## src/rtl/display_scan_decoder.sv

```systemverilog
// Receiver for a multiplexed active-low 7-segment bus: recovers HH:MM:SS digits
// and converts them to binary hour/minute/second with a per-frame valid strobe.
module display_scan_decoder #(
  parameter int SETTLE = 4,
  parameter int CNT_W  = 8
) (
  input  logic       clk,
  input  logic       rst,
  input  logic [7:0] seg_out_in,
  input  logic [7:0] seg_en_in,
  output logic [5:0] hour,
  output logic [5:0] minute,
  output logic [5:0] second,
  output logic       frame_valid,
  output logic       frame_err
);

  typedef enum logic [1:0] {S_IDLE, S_SETTLE, S_HOLD} state_t;

  localparam logic [CNT_W-1:0] SETTLE_C = CNT_W'(SETTLE);

  state_t           state_reg, state_next;
  logic [7:0]       seg_out_s1_reg, seg_out_s2_reg;
  logic [7:0]       seg_en_s1_reg, seg_en_s2_reg;
  logic [5:0]       lat_en_reg, lat_en_next;
  logic [6:0]       lat_seg_reg, lat_seg_next;
  logic [CNT_W-1:0] cnt_reg, cnt_next;
  logic [5:0]       mask_reg;
  logic [5:0]       bad_bits;
  logic [23:0]      digits;
  logic             complete_reg;
  logic             capture;
  logic             reeval;
  logic [5:0]       en;
  logic [6:0]       seg;
  logic             one_hot;
  logic             same;
  logic [4:0]       dec;
  logic             unused_bits;

  function automatic logic [4:0] decode_glyph(input logic [6:0] g);
    case (g)
      7'h3F:   return {1'b0, 4'd0};
      7'h06:   return {1'b0, 4'd1};
      7'h5B:   return {1'b0, 4'd2};
      7'h4F:   return {1'b0, 4'd3};
      7'h66:   return {1'b0, 4'd4};
      7'h6D:   return {1'b0, 4'd5};
      7'h7D:   return {1'b0, 4'd6};
      7'h27:   return {1'b0, 4'd7};
      7'h7F:   return {1'b0, 4'd8};
      7'h67:   return {1'b0, 4'd9};
      default: return {1'b1, 4'd0};
    endcase
  endfunction

  always_ff @(posedge clk or negedge rst) begin
    if (!rst) begin
      seg_out_s1_reg <= 8'hFF;
      seg_out_s2_reg <= 8'hFF;
      seg_en_s1_reg  <= 8'hFF;
      seg_en_s2_reg  <= 8'hFF;
    end else begin
      seg_out_s1_reg <= seg_out_in;
      seg_out_s2_reg <= seg_out_s1_reg;
      seg_en_s1_reg  <= seg_en_in;
      seg_en_s2_reg  <= seg_en_s1_reg;
    end
  end

  // Decimal point and the two spare enables carry no information here.
  assign unused_bits = ^{seg_out_s2_reg[7], seg_en_s2_reg[7:6]};

  assign en      = ~seg_en_s2_reg[5:0];
  assign seg     = ~seg_out_s2_reg[6:0];
  assign one_hot = (en != 6'd0) && ((en & (en - 6'd1)) == 6'd0);
  assign same    = ({en, seg} == {lat_en_reg, lat_seg_reg});
  assign dec     = decode_glyph(lat_seg_reg);

  always_comb begin
    state_next   = state_reg;
    lat_en_next  = lat_en_reg;
    lat_seg_next = lat_seg_reg;
    cnt_next     = cnt_reg;
    capture      = 1'b0;
    reeval       = 1'b0;
    case (state_reg)
      S_IDLE: reeval = 1'b1;
      S_SETTLE: begin
        if (cnt_reg >= SETTLE_C) begin
          capture    = 1'b1;
          state_next = S_HOLD;
        end else if (same) begin
          cnt_next = cnt_reg + CNT_W'(1);
        end else begin
          reeval = 1'b1;
        end
      end
      S_HOLD: if (!same) reeval = 1'b1;
      default: state_next = S_IDLE;
    endcase
    // A change out of HOLD or SETTLE is judged as if freshly idle, same cycle.
    if (reeval) begin
      if (one_hot) begin
        state_next   = S_SETTLE;
        lat_en_next  = en;
        lat_seg_next = seg;
        cnt_next     = CNT_W'(1);
      end else begin
        state_next = S_IDLE;
      end
    end
  end

  always_ff @(posedge clk or negedge rst) begin
    if (!rst) begin
      state_reg   <= S_IDLE;
      lat_en_reg  <= 6'd0;
      lat_seg_reg <= 7'd0;
      cnt_reg     <= '0;
    end else begin
      state_reg   <= state_next;
      lat_en_reg  <= lat_en_next;
      lat_seg_reg <= lat_seg_next;
      cnt_reg     <= cnt_next;
    end
  end

  genvar gi;
  generate
    for (gi = 0; gi < 6; gi++) begin : g_pos
      logic [3:0] digit_reg;
      logic       bad_reg;
      logic       mask_bit_reg;
      always_ff @(posedge clk or negedge rst) begin
        if (!rst) begin
          digit_reg    <= 4'd0;
          bad_reg      <= 1'b0;
          mask_bit_reg <= 1'b0;
        end else if (complete_reg) begin
          bad_reg      <= 1'b0;
          mask_bit_reg <= 1'b0;
        end else if (capture && lat_en_reg[gi]) begin
          digit_reg    <= dec[3:0];
          bad_reg      <= dec[4];
          mask_bit_reg <= 1'b1;
        end
      end
      assign digits[gi*4 +: 4] = digit_reg;
      assign bad_bits[gi]      = bad_reg;
      assign mask_reg[gi]      = mask_bit_reg;
    end
  endgenerate

  logic [6:0] hour_sum, minute_sum, second_sum;
  assign second_sum = {3'b0, digits[7:4]}   * 7'd10 + {3'b0, digits[3:0]};
  assign minute_sum = {3'b0, digits[15:12]} * 7'd10 + {3'b0, digits[11:8]};
  assign hour_sum   = {3'b0, digits[23:20]} * 7'd10 + {3'b0, digits[19:16]};

  always_ff @(posedge clk or negedge rst) begin
    if (!rst) begin
      complete_reg <= 1'b0;
      hour         <= 6'd0;
      minute       <= 6'd0;
      second       <= 6'd0;
      frame_valid  <= 1'b0;
      frame_err    <= 1'b0;
    end else begin
      complete_reg <= capture && ((mask_reg | lat_en_reg) == 6'h3F);
      frame_valid  <= complete_reg;
      if (complete_reg) begin
        hour      <= hour_sum[5:0];
        minute    <= minute_sum[5:0];
        second    <= second_sum[5:0];
        frame_err <= (|bad_bits) || (hour_sum > 7'd23) ||
                     (minute_sum > 7'd59) || (second_sum > 7'd59);
      end
    end
  end

endmodule

```

## config.mk

```make
export PLATFORM = sky130hd
export DESIGN_NAME = display_scan_decoder
export DESIGN_NICKNAME = d
export VERILOG_FILES = /design/src/rtl/display_scan_decoder.sv
export SDC_FILE = /design/constraint.sdc
export NUM_CORES = 1
export LEC_CHECK = 0
export BUFFER_PORTS_ARGS = -buffer_cell sky130_fd_sc_hd__buf_2
export CORE_ASPECT_RATIO = 0.75
export CORE_MARGIN = 5
export CORE_UTILIZATION = 40
export CTS_BUF_LIST = sky130_fd_sc_hd__clkbuf_8
export DETAILED_ROUTE_END_ITERATION = 10
export GPL_ROUTABILITY_DRIVEN = 0
export PLACE_DENSITY = 0.6
export REMOVE_ABC_BUFFERS = 1
export SLEW_MARGIN = 0
export SYNTH_ARGS = -nofsm -noshare
export SYNTH_HDL_FRONTEND = slang
export SYNTH_SLANG_ARGS = --single-unit
```

## constraint.sdc

```tcl
create_clock -name clk -period 4.2 [get_ports clk]
set_input_delay 0.42 -clock clk [delete_from_list [all_inputs] [get_ports clk]]
set_output_delay 0.42 -clock clk [all_outputs]
set_load 0.02 [all_outputs]
```

==> metrics.cfg, run 1 <==
[status]
status = complete, no violations

[yosys]
ys_types = 53
synthSimpleGateAreaFrac = 0.0953
synth_top_family_by_area = multiplexers
synth_top_area_cell = dfrtp_1
ys_seq_area_frac = 0.529
synth_adder_area_share = 0.0793
synthTopCellsByCount = dfrtp_1 (80), inv_1 (39), mux2_2 (30), dfstp_2 (26), mux2i_1 (25)
synth-compound-area-share = 0.0800
synth_edf_count = 0
yosys_warnings = 0
post-synth-top-count-cell = dfrtp_1
synth.area.top_cells = dfrtp_1 (39%), dfstp_2 (13%), mux2_2 (6.7%)
synthXorXnorAreaFrac = 0.0532
yosys.area.top_type_share = 0.394
syn_avg_cell_area_sq_um = 12.2
ys.flop_type = dfrtp_1
synth_area_sq_um = 5080
synthCells = 417
async_flop_share = 1.00
synth_mux_area_frac = 0.116
synth.ff_latch_count = 106

[placed_design]
port_buffers = 34
dp.cells = 604
place_area_sq_um = 5400
post-dp-hpwl_mm = 6.98

[setup_path]
required_ns = 4.51
cp_max_fo = 15
rr_worst_depth = 6
path_class = flop to flop
crit_path_end_kind = flop
cp_slowest_cell = a2bb2oi_2
ff2ff_setup_slack_ns = 1.69
worstPathBufferInverterCount = 1
crit_chain = nor4_1 -> and3b_1 -> o41ai_2 -> a2bb2oi_2 -> buf_4 -> mux2i_1
cp_top_family = compound AO/OA/AOI/OAI gates
timing.rr.start = cnt_reg[6]
worst_r2r_endpoint = lat_seg_reg[3]
max_stage_delay_ns = 0.70
arrival_ns = 2.82
worst_setup_path_start_kind = flop

[clocking]
cts.sink_count = 106
htree_levels = 3
clock_latency_ns = 0.38
cts_tree = built
cts-root-buf = clkbuf_8
cts_max_path_buffers = 2
clk_pin_slew_ns = 0.11
post_cts_buffers = 0
cts_made_buffers = 9

[sta]
drv_slew = 0
post-route-period-util = 0.598
skew_ns = 0.0127
finalSetupTns_ns = 0
hold_viol_final = 0
slew-limit-headroom = 0.328
max_freq_ghz = 0.398
period_needed_ns = 2.51
holdWs_ns = 0.119
worst_pin_slew_ns = 1.00
rsz0062_at_grt = false
finalSetupViolCount = 0

[route]
viasPerCell = 5.11
post_drt_wl_per_cell_um = 15.5
antenna_left = 0
finalWirelength_mm = 9.60
drt_iter0_drc = 175
drc = 0
vias = 3173
drt_pass1_iterations = 4

[layout]
layout.cells.non_filler = 621
syn_to_final_growth_pct = 10.0
drive_gt1_frac = 0.264
final_area_sq_um = 5590
largest_reg_flops = 24
layout.nets = 495
fillers = 1166
diodes = 0
fin_util = 0.453

[global_routing]
grt_pass1_wl_mm = 16.7
antenna_found_initial = 0
grt_use_met2 = 0.206
grt_util_all_layers = 0.140
grt-ovfl-total = 0
grt_pass1_vias = 3265
gr-usage-met1 = 0.199
grtUsageMet3 = 0.0346
grt_max_degree = 52
busiest_layer = met2

[pwr]
power.leakage_uw = 0.00268
ir_drop_mv = 0.189
cellPowerDensity_nw_per_um2 = 357

[floorplan]
fp.dieArea_sq_um = 15100
core_sq_um = 12300
dieHeight_um = 108
boundaryPins = 38
initial_utilization = 0.411
rows = 35
die_w_um = 140

[worst_hold_path]
hold_end = seg_en_s1_reg[1]
hold_class = input port to flop
holdPathStages = 1
hp-start = seg_en_in[1]

[job]
cap_viol_max_count = 0

[what timing repair did]
action                    CTS  global route
hold endpoints to repair   14             0
hold buffers                1             0
gates resized for setup     0             0
[where the power goes]
part | switching, uW | leakage (uW) | internal, uW
clock network | 370 | 0.0000921 | 221
registers | 96.8 | 0.00136 | 1080
logic | 139 | 0.00123 | 87.5
[placed cells by master (no fill, tap or decap), types with 4 or more instances in the layout]
cell type	synthesis	layout
dfstp_2	26	26
mux2_2	30	30
ha_1	21	21
buf_4	3	5
buf_2	5	33
o22ai_1	4	4
mux2i_1	25	25
xor2_1	20	20
nor2b_1	7	7
xnor2_1	9	9
dfrtp_1	80	80
a21oi_1	18	18
nand3_1	10	10
nor3_1	9	9
nand4_1	9	9
fa_1	6	6
o21ai_0	12	12
inv_1	39	39
nand2_1	7	7
nor2_1	13	13
clkbuf_8	0	9
a21o_1	11	11
nand2b_1	4	4
[how the worst max path moves through the flow]
stage / start / endpoint / slack, ns / cells past startpoint
3_3_place_gp: g_pos[1].digit_reg[1] / frame_err / 1.74 / 9
2_1_floorplan: cnt_reg[6] / cnt_reg[7] / 1.42 / 5
4_1_cts: cnt_reg[6] / lat_seg_reg[3] / 1.67 / 6
6_report: cnt_reg[6] / lat_seg_reg[3] / 1.69 / 6
3_5_place_dp: g_pos[1].digit_reg[1] / frame_err / 1.71 / 9
5_1_grt: cnt_reg[6] / lat_seg_reg[4] / 1.45 / 6
[through the flow]
stage / power (uW) / setup slack (ns)
CTS: 2030 / 1.67
global placement: 1410 / 1.74
global route: 2110 / 1.45
detailed placement: 1420 / 1.71
floorplan: 1330 / 1.42
finish: 2000 / 1.69
[cells by family after synthesis]
family | count (synthesis)
buffers and inverters | 56
flip-flops | 106
AND/OR/NAND/NOR | 80
XOR/XNOR | 30
adder cells (fa/ha/maj) | 29
multiplexers | 55
AO/OA/AOI/OAI | 61
[routing by layer]
layer  up-vias  share of wire
met5         -              0
met3        14          0.038
li1       1516              -
met2        47           0.44
met1      1596           0.50
met4         0          0.017
[area by class of cell]
cell class,instances,area [sq um],area share
repair buffers,39,213,0.0380
clock inverters,7,56.3,0.0101
flip-flops and latches,106,2690,0.480
clock buffers,9,124,0.0222
inverters,39,146,0.0262
well taps,166,208,0.0372
multi-input cells,255,2160,0.386
No activity file was read; power rests on OpenSTA's default activity.
==> run 2, diff against run 1 <==
--- a/config.mk
+++ b/config.mk
@@ -5,6 +5,7 @@
 export SDC_FILE = /design/constraint.sdc
 export NUM_CORES = 1
 export LEC_CHECK = 0
+export ABC_AREA = 1
 export BUFFER_PORTS_ARGS = -buffer_cell sky130_fd_sc_hd__buf_2
 export CORE_ASPECT_RATIO = 0.75
 export CORE_MARGIN = 5
==> constraint.sdc (replaced) <==
create_clock -name clk -period 2.6 [get_ports clk]
set_input_delay 0.26 -clock clk [delete_from_list [all_inputs] [get_ports clk]]
set_output_delay 0.26 -clock clk [all_outputs]
set_load 0.02 [all_outputs]
==> run 2 against run 1 <==
Net effect:
- critical endpoint is now frame_err
- via count up 23%
- synthesized cell count increased by 39%
- sequential share of layout area shrank 1.4 points
- critical path depth increased by 4
- design area rose by 3.0%
- global-route usage rose by 0.52 points
- flip-flop and latch count unchanged
- highest routed layer unchanged
- cell count rose by 29%
- worst setup slack got worse by 1.3 ns
- non-clock buffer count increased by 14
- register-to-register slack lost 1.3 ns
==> metrics.cfg, run 2 <==
[yosys]
syn_avg_cell_area_sq_um = 8.75  ; was 12.2 sq um
post-synth-top-count-cell = nand2_1  ; was dfrtp_1
synthSimpleGateAreaFrac = 0.229  ; was 0.0953
synth_mux_area_frac = 0  ; was 0.116
synth_top_family_by_area = simple AND/OR/NAND/NOR gates  ; was multiplexers
yosys.area.top_type_share = 0.394  ; about the same
synth_edf_count = 0  ; unchanged
ys.flop_type = dfrtp_1  ; unchanged
synthTopCellsByCount = nand2_1 (175), dfrtp_1 (80), inv_1 (67), o21ai_0 (42), nor2_1 (41)  ; was dfrtp_1 (80), inv_1 (39), mux2_2 (30), dfstp_2 (26), mux2i_1 (25)
synthCells = 581  ; was 417
ys_seq_area_frac = 0.528  ; was 0.529
synthXorXnorAreaFrac = 0.0138  ; was 0.0532
synth_top_area_cell = dfrtp_1  ; unchanged
synth_adder_area_share = 0.0753  ; was 0.0793
synth_area_sq_um = 5080  ; about the same
async_flop_share = 1.00  ; unchanged
synth.area.top_cells = dfrtp_1 (39%), dfstp_2 (13%), nand2_1 (13%)  ; was dfrtp_1 (39%), dfstp_2 (13%), mux2_2 (6.7%)
ys_types = 35  ; was 53
synth-compound-area-share = 0.0857  ; was 0.0800
yosys_warnings = 0  ; unchanged
synth.ff_latch_count = 106  ; unchanged

[sta]
slew-limit-headroom = 0.661  ; was 0.328
finalSetupTns_ns = 0  ; unchanged
post-route-period-util = 0.857  ; was 0.598
holdWs_ns = 0.360  ; was 0.119 ns
period_needed_ns = 2.23  ; was 2.51 ns
finalSetupViolCount = 0  ; unchanged
rsz0062_at_grt = false  ; unchanged
max_freq_ghz = 0.449  ; was 0.398 GHz
hold_viol_final = 0  ; unchanged
worst_pin_slew_ns = 0.508  ; was 1.00 ns
skew_ns = 0.00981  ; was 0.0127 ns
drv_slew = 0  ; unchanged

[clocking]
clock_latency_ns = 0.37  ; was 0.38 ns
cts-root-buf = clkbuf_8  ; unchanged
cts_max_path_buffers = 2  ; unchanged
clk_pin_slew_ns = 0.10  ; was 0.11 ns
htree_levels = 3  ; unchanged
cts.sink_count = 106  ; unchanged
cts_tree = built  ; unchanged
cts_made_buffers = 9  ; unchanged

[floorplan]
dieHeight_um = 108  ; about the same
fp.dieArea_sq_um = 15100  ; about the same
rows = 35  ; unchanged
initial_utilization = 0.412  ; was 0.411
core_sq_um = 12300  ; unchanged
boundaryPins = 38  ; unchanged
die_w_um = 140  ; about the same

[setup_path]
required_ns = 2.87  ; was 4.51 ns
worst_setup_path_start_kind = flop  ; unchanged
crit_chain = ha_1 -> ha_1 -> inv_1 -> fa_1 -> inv_1 -> nand3_1 -> xor2_1 -> nand3_1 -> nor2_1 -> nor2_1  ; was nor4_1 -> and3b_1 -> o41ai_2 -> a2bb2oi_2 -> buf_4 -> mux2i_1
path_class = flop to flop  ; unchanged
cp_top_family = adder cells  ; was compound AO/OA/AOI/OAI gates
crit_path_end_kind = flop  ; unchanged
arrival_ns = 2.50  ; was 2.82 ns
cp_slowest_cell = dfrtp_1  ; was a2bb2oi_2
max_stage_delay_ns = 0.45  ; was 0.70 ns
cp_max_fo = 4  ; was 15
worstPathBufferInverterCount = 2  ; was 1

[route]
finalWirelength_mm = 10.3  ; was 9.60 mm
antenna_left = 0  ; unchanged
viasPerCell = 4.87  ; was 5.11
drt_pass1_iterations = 5  ; was 4
vias = 3905  ; was 3173
drt_iter0_drc = 276  ; was 175
post_drt_wl_per_cell_um = 12.8  ; was 15.5 um
drc = 0  ; unchanged

[pwr]
power.leakage_uw = 0.00303  ; was 0.00268 uW
switching_share = 0.272  ; was 0.303
seq_power_share = 0.602  ; was 0.591
clkPwrFrac = 0.310  ; was 0.296
p_sw_uw = 825  ; was 605 uW
cellPowerDensity_nw_per_um2 = 527  ; was 357 nW/um^2
ir_drop_mv = 0.248  ; was 0.189 mV
power_frac_comb = 0.089  ; was 0.113
intPower_uw = 2210  ; was 1390 uW

[placed_design]
post-dp-hpwl_mm = 7.44  ; was 6.98 mm
port_buffers = 34  ; unchanged
dp.cells = 772  ; was 604

[layout]
fin_util = 0.466  ; was 0.453
fillers = 1222  ; was 1166
diodes = 0  ; unchanged
drive_gt1_frac = 0.143  ; was 0.264
largest_reg_flops = 24  ; unchanged
final_common_cell = nand2_1  ; was dfrtp_1
layout.nets = 676  ; was 495
layout.cells.non_filler = 802  ; was 621
final_cell_mix = nand2_1 (175), dfrtp_1 (80), inv_1 (67)  ; was dfrtp_1 (80), inv_1 (39), buf_2 (33)
syn_to_final_growth_pct = 13.2  ; was 10.0%

[global_routing]
grt_pass1_vias = 3785  ; was 3265
grt-ovfl-total = 0  ; unchanged
grt_max_degree = 70  ; was 52
grt_pass1_wl_mm = 17.9  ; was 16.7 mm
grt_util_all_layers = 0.145  ; was 0.140
antenna_found_initial = 0  ; unchanged

[job]
cap_viol_max_count = 0  ; unchanged

[worst_hold_path]
hold_class = flop to flop  ; was input port to flop

[status]
status = complete, no violations  ; unchanged

==> run 2: changes by cell type in the layout (fill, tap and decap cells not counted), moves of 16 or more <==
cell / change
nand2_1: +168
inv_1: +28
mux2i_1: -25
xor2_1: -16
o21ai_0: +30
nand3_1: +24
mux2_2: -30
nor2_1: +28
==> run 2: layout make-up <==
class                           count  area [sq um]  area share
Clock inverter                      6          41.3     0.00717
Clock buffer                       10           138      0.0239
Tap cell                          166           208      0.0361
Inverter                           71           267      0.0463
Timing Repair Buffer               53           363      0.0630
Sequential cell                   106          2690       0.467
Multi-Input combinational cell    390          2050       0.357
==> run 2: worst paths after layout <==
kind | depth (start not counted) | from | to | slack, ns
setup / recovery | 10 | g_pos[5].digit_reg[1] | frame_err | 0.37
hold / removal | 0 | seg_out_s1_reg[6] | seg_out_s2_reg[6] | 0.36
setup reg to reg | 10 | g_pos[5].digit_reg[1] | frame_err | 0.37
hold reg to reg | 0 | seg_out_s1_reg[6] | seg_out_s2_reg[6] | 0.36
max in group asynchronous | 3 | rst | seg_en_s1_reg[3] | 1.46
min in group asynchronous | 2 | rst | hour[0] | 0.40
==> run 2: cells by family after synthesis <==
kind of cell             count (synthesis)
adder cells (fa/ha/maj)                 27
flip-flops                             106
AND/OR/NAND/NOR                        279
AO/OA/AOI/OAI                           76
buffers and inverters                   85
XOR/XNOR                                 8
==> run 2: power by group through the flow <==
stage,sequential (uW),clock [uW],combinational [uW]
floorplan,1830,0,163
global placement,1850,0,245
detailed placement,1850,0,255
CTS,1820,980,271
global route,1840,1060,314
finish,1830,939,269
==> run 2: per-layer routing <==
| metal | GRT usage | up-vias | part of all wire |
|---|---|---|---|
| met2 | 0.231 | 79 | 0.46 |
| met1 | 0.203 | 1871 | 0.48 |
| met4 | 0.0297 | 0 | 0.0083 |
| met5 | 0 | - | 0 |
| li1 | - | 1945 | - |
| met3 | 0.0346 | 10 | 0.047 |
==> run 2: what timing repair did <==
action,in CTS,in global routing
endpoints found under the hold margin,41,0
gates resized for setup,0,0
setup endpoints to repair,0,0
hold buffers,14,0
buffers inserted,0,0
==> run 2: stage by stage <==
step	power (uW)	setup WS, ns	instance area, sq um
floorplan	1990	0.631	5010
global placement	2100	0.417	5440
detailed placement	2110	0.384	5440
CTS	3080	0.362	5760
global route	3210	0.255	5760
finish	3030	0.372	5760
==> run 3, diff against run 2 <==
--- a/config.mk
+++ b/config.mk
@@ -7,13 +7,16 @@
 export LEC_CHECK = 0
 export ABC_AREA = 1
 export BUFFER_PORTS_ARGS = -buffer_cell sky130_fd_sc_hd__buf_2
+export CELL_PAD_IN_SITES_DETAIL_PLACEMENT = 1
+export CELL_PAD_IN_SITES_GLOBAL_PLACEMENT = 2
 export CORE_ASPECT_RATIO = 0.75
 export CORE_MARGIN = 5
-export CORE_UTILIZATION = 40
+export CORE_UTILIZATION = 39
 export CTS_BUF_LIST = sky130_fd_sc_hd__clkbuf_8
 export DETAILED_ROUTE_END_ITERATION = 10
 export GPL_ROUTABILITY_DRIVEN = 0
-export PLACE_DENSITY = 0.6
+export MAX_ROUTING_LAYER = met4
+export PLACE_DENSITY = 0.86
 export REMOVE_ABC_BUFFERS = 1
 export SLEW_MARGIN = 0
 export SYNTH_ARGS = -nofsm -noshare
==> run 3 against run 2 <==
Net effect:
- utilization down 1.5 points
- highest routed layer unchanged
- register-to-register slack worse by 0.02 ns
- largest cell class unchanged
- critical path type unchanged
- critical path depth is 2 higher
- combinational power increased by 4%
==> metrics.cfg, run 3 (synthesis results as in run 2) <==
[status]
status = complete, no violations  ; unchanged

[route]
viasPerCell = 4.88  ; was 4.87
post_drt_wl_per_cell_um = 15.5  ; was 12.8 um
finalWirelength_mm = 12.5  ; was 10.3 mm
antenna_left = 0  ; unchanged
vias = 3940  ; was 3905
drt_iter0_drc = 135  ; was 276
drt_pass1_iterations = 4  ; was 5
drc = 0  ; unchanged

[layout]
final_cell_mix = nand2_1 (175), dfrtp_1 (80), inv_1 (68)  ; was nand2_1 (175), dfrtp_1 (80), inv_1 (67)
regArea_sq_um = 2690  ; unchanged
largest_reg_flops = 24  ; unchanged
diodes = 0  ; unchanged
drive_gt1_frac = 0.142  ; was 0.143
layout.nets = 677  ; was 676
fillers = 1558  ; was 1222
final_common_cell = nand2_1  ; unchanged
syn_to_final_growth_pct = 14.3  ; was 13.2%
multiInputGateArea_sq_um = 2050  ; unchanged

[sta]
slew-limit-headroom = 0.621  ; was 0.661
setup_slack_ns = 0.351  ; was 0.372 ns
hold_viol_final = 0  ; unchanged
drv_slew = 0  ; unchanged
max_freq_ghz = 0.445  ; was 0.449 GHz
rsz0062_at_grt = false  ; unchanged
post-route-period-util = 0.865  ; was 0.857
finalSetupViolCount = 0  ; unchanged
worst_pin_slew_ns = 0.569  ; was 0.508 ns
finalSetupTns_ns = 0  ; unchanged
period_needed_ns = 2.25  ; was 2.23 ns
skew_ns = 0.0145  ; was 0.00981 ns

[setup_path]
crit_path_end_kind = flop  ; unchanged
path_class = flop to flop  ; unchanged
cp_max_fo = 3  ; was 4
ff2ff_setup_slack_ns = 0.35  ; was 0.37 ns
required_ns = 2.89  ; was 2.87 ns
arrival_ns = 2.54  ; was 2.50 ns
worst_setup_path_start_kind = flop  ; unchanged

[pwr]
cellPowerDensity_nw_per_um2 = 561  ; was 527 nW/um^2
power.leakage_uw = 0.00306  ; was 0.00303 uW
ir_drop_mv = 0.261  ; was 0.248 mV

[floorplan]
boundaryPins = 38  ; unchanged
initial_utilization = 0.395  ; was 0.412
die_w_um = 142  ; was 140 um
core_sq_um = 12900  ; was 12300 sq um
dieHeight_um = 109  ; was 108 um
fp.dieArea_sq_um = 15400  ; was 15100 sq um
rows = 36  ; was 35

[clocking]
post_cts_buffers = 0  ; unchanged
cts_tree = built  ; unchanged
cts.sink_count = 106  ; unchanged
clock_latency_ns = 0.38  ; was 0.37 ns
htree_levels = 3  ; unchanged
clk_pin_slew_ns = 0.11  ; was 0.10 ns
cts_max_path_buffers = 2  ; unchanged
cts-root-buf = clkbuf_8  ; unchanged
cts_made_buffers = 9  ; unchanged

[global_routing]
grt_util_all_layers = 0.181  ; was 0.145
grt-ovfl-total = 0  ; unchanged
antenna_found_initial = 0  ; unchanged
grt_pass1_wl_mm = 21.7  ; was 17.9 mm
grt_max_degree = 45  ; was 70
grt_pass1_vias = 4343  ; was 3785

[placed_design]
port_buffers = 34  ; unchanged
dpl_worst_slack_ns = 0.339  ; was 0.384 ns
post-dp-hpwl_mm = 9.09  ; was 7.44 mm

[job]
cap_viol_max_count = 0  ; unchanged

[worst_hold_path]
hold_class = flop to flop  ; unchanged

==> run 3: final cells by class <==
type                            count  area share
Sequential cell                   106       0.462
Timing Repair Buffer               54      0.0638
Inverter                           71      0.0459
Clock inverter                      5      0.0136
Clock buffer                       10      0.0237
Tap cell                          171      0.0368
Multi-Input combinational cell    390       0.354
==> run 3: report_power, final <==
group	switching, uW	leakage, uW	total [uW]	internal (uW)
sequential	102	0.00137	1840	1730
combinational	182	0.00157	281	99.1
clock	576	0.000114	1140	563
==> run 3: metal layers <==
metal  part of all wire  vias up  GRT usage
met3              0.025       13     0.0289
met5                  0        -          -
met1               0.50     1947      0.246
met2               0.46       41      0.286
li1                   -     1939          -
met4              0.013        0     0.0479
==> run 3: metrics by stage <==
step	total power [uW]	instance area, sq um	util	hold slack (ns)	instances
3_5_place_dp	2130	5450	0.423	0.299	778
5_1_grt	3430	5810	0.451	0.365	807
4_1_cts	3300	5810	0.451	0.362	807
3_3_place_gp	2110	5450	0.423	0.293	778
2_1_floorplan	1990	5010	-	-0.0356	567
6_report	3260	5810	0.451	0.360	807
==> run 3: repair_timing <==
action	CTS	global route
resized for setup	0	0
hold endpoints to repair	42	0
hold buffers	14	0
==> run 3: worst max-delay path, stage by stage (launching register included) <==
cell     delay [ns]
dfrtp_1        0.42
ha_1           0.33
ha_1           0.22
inv_1          0.08
fa_1           0.46
inv_1          0.10
nand3_1        0.08
nand2_1        0.09
nor2_1         0.04
nand2_1        0.08
nand3_1        0.08
nor2_1         0.11
nor2_1         0.04
==> run 3: final timing paths <==
path / start / endpoint / depth (start not counted)
setup reg to reg: g_pos[3].digit_reg[1] / frame_err / 12
max in group asynchronous: rst / seg_en_s1_reg[1] / 3
hold / removal: seg_out_s1_reg[4] / seg_out_s2_reg[4] / 0
hold reg to reg: seg_out_s1_reg[4] / seg_out_s2_reg[4] / 0
min in group asynchronous: rst / lat_seg_reg[5] / 2
setup / recovery: g_pos[3].digit_reg[1] / frame_err / 12
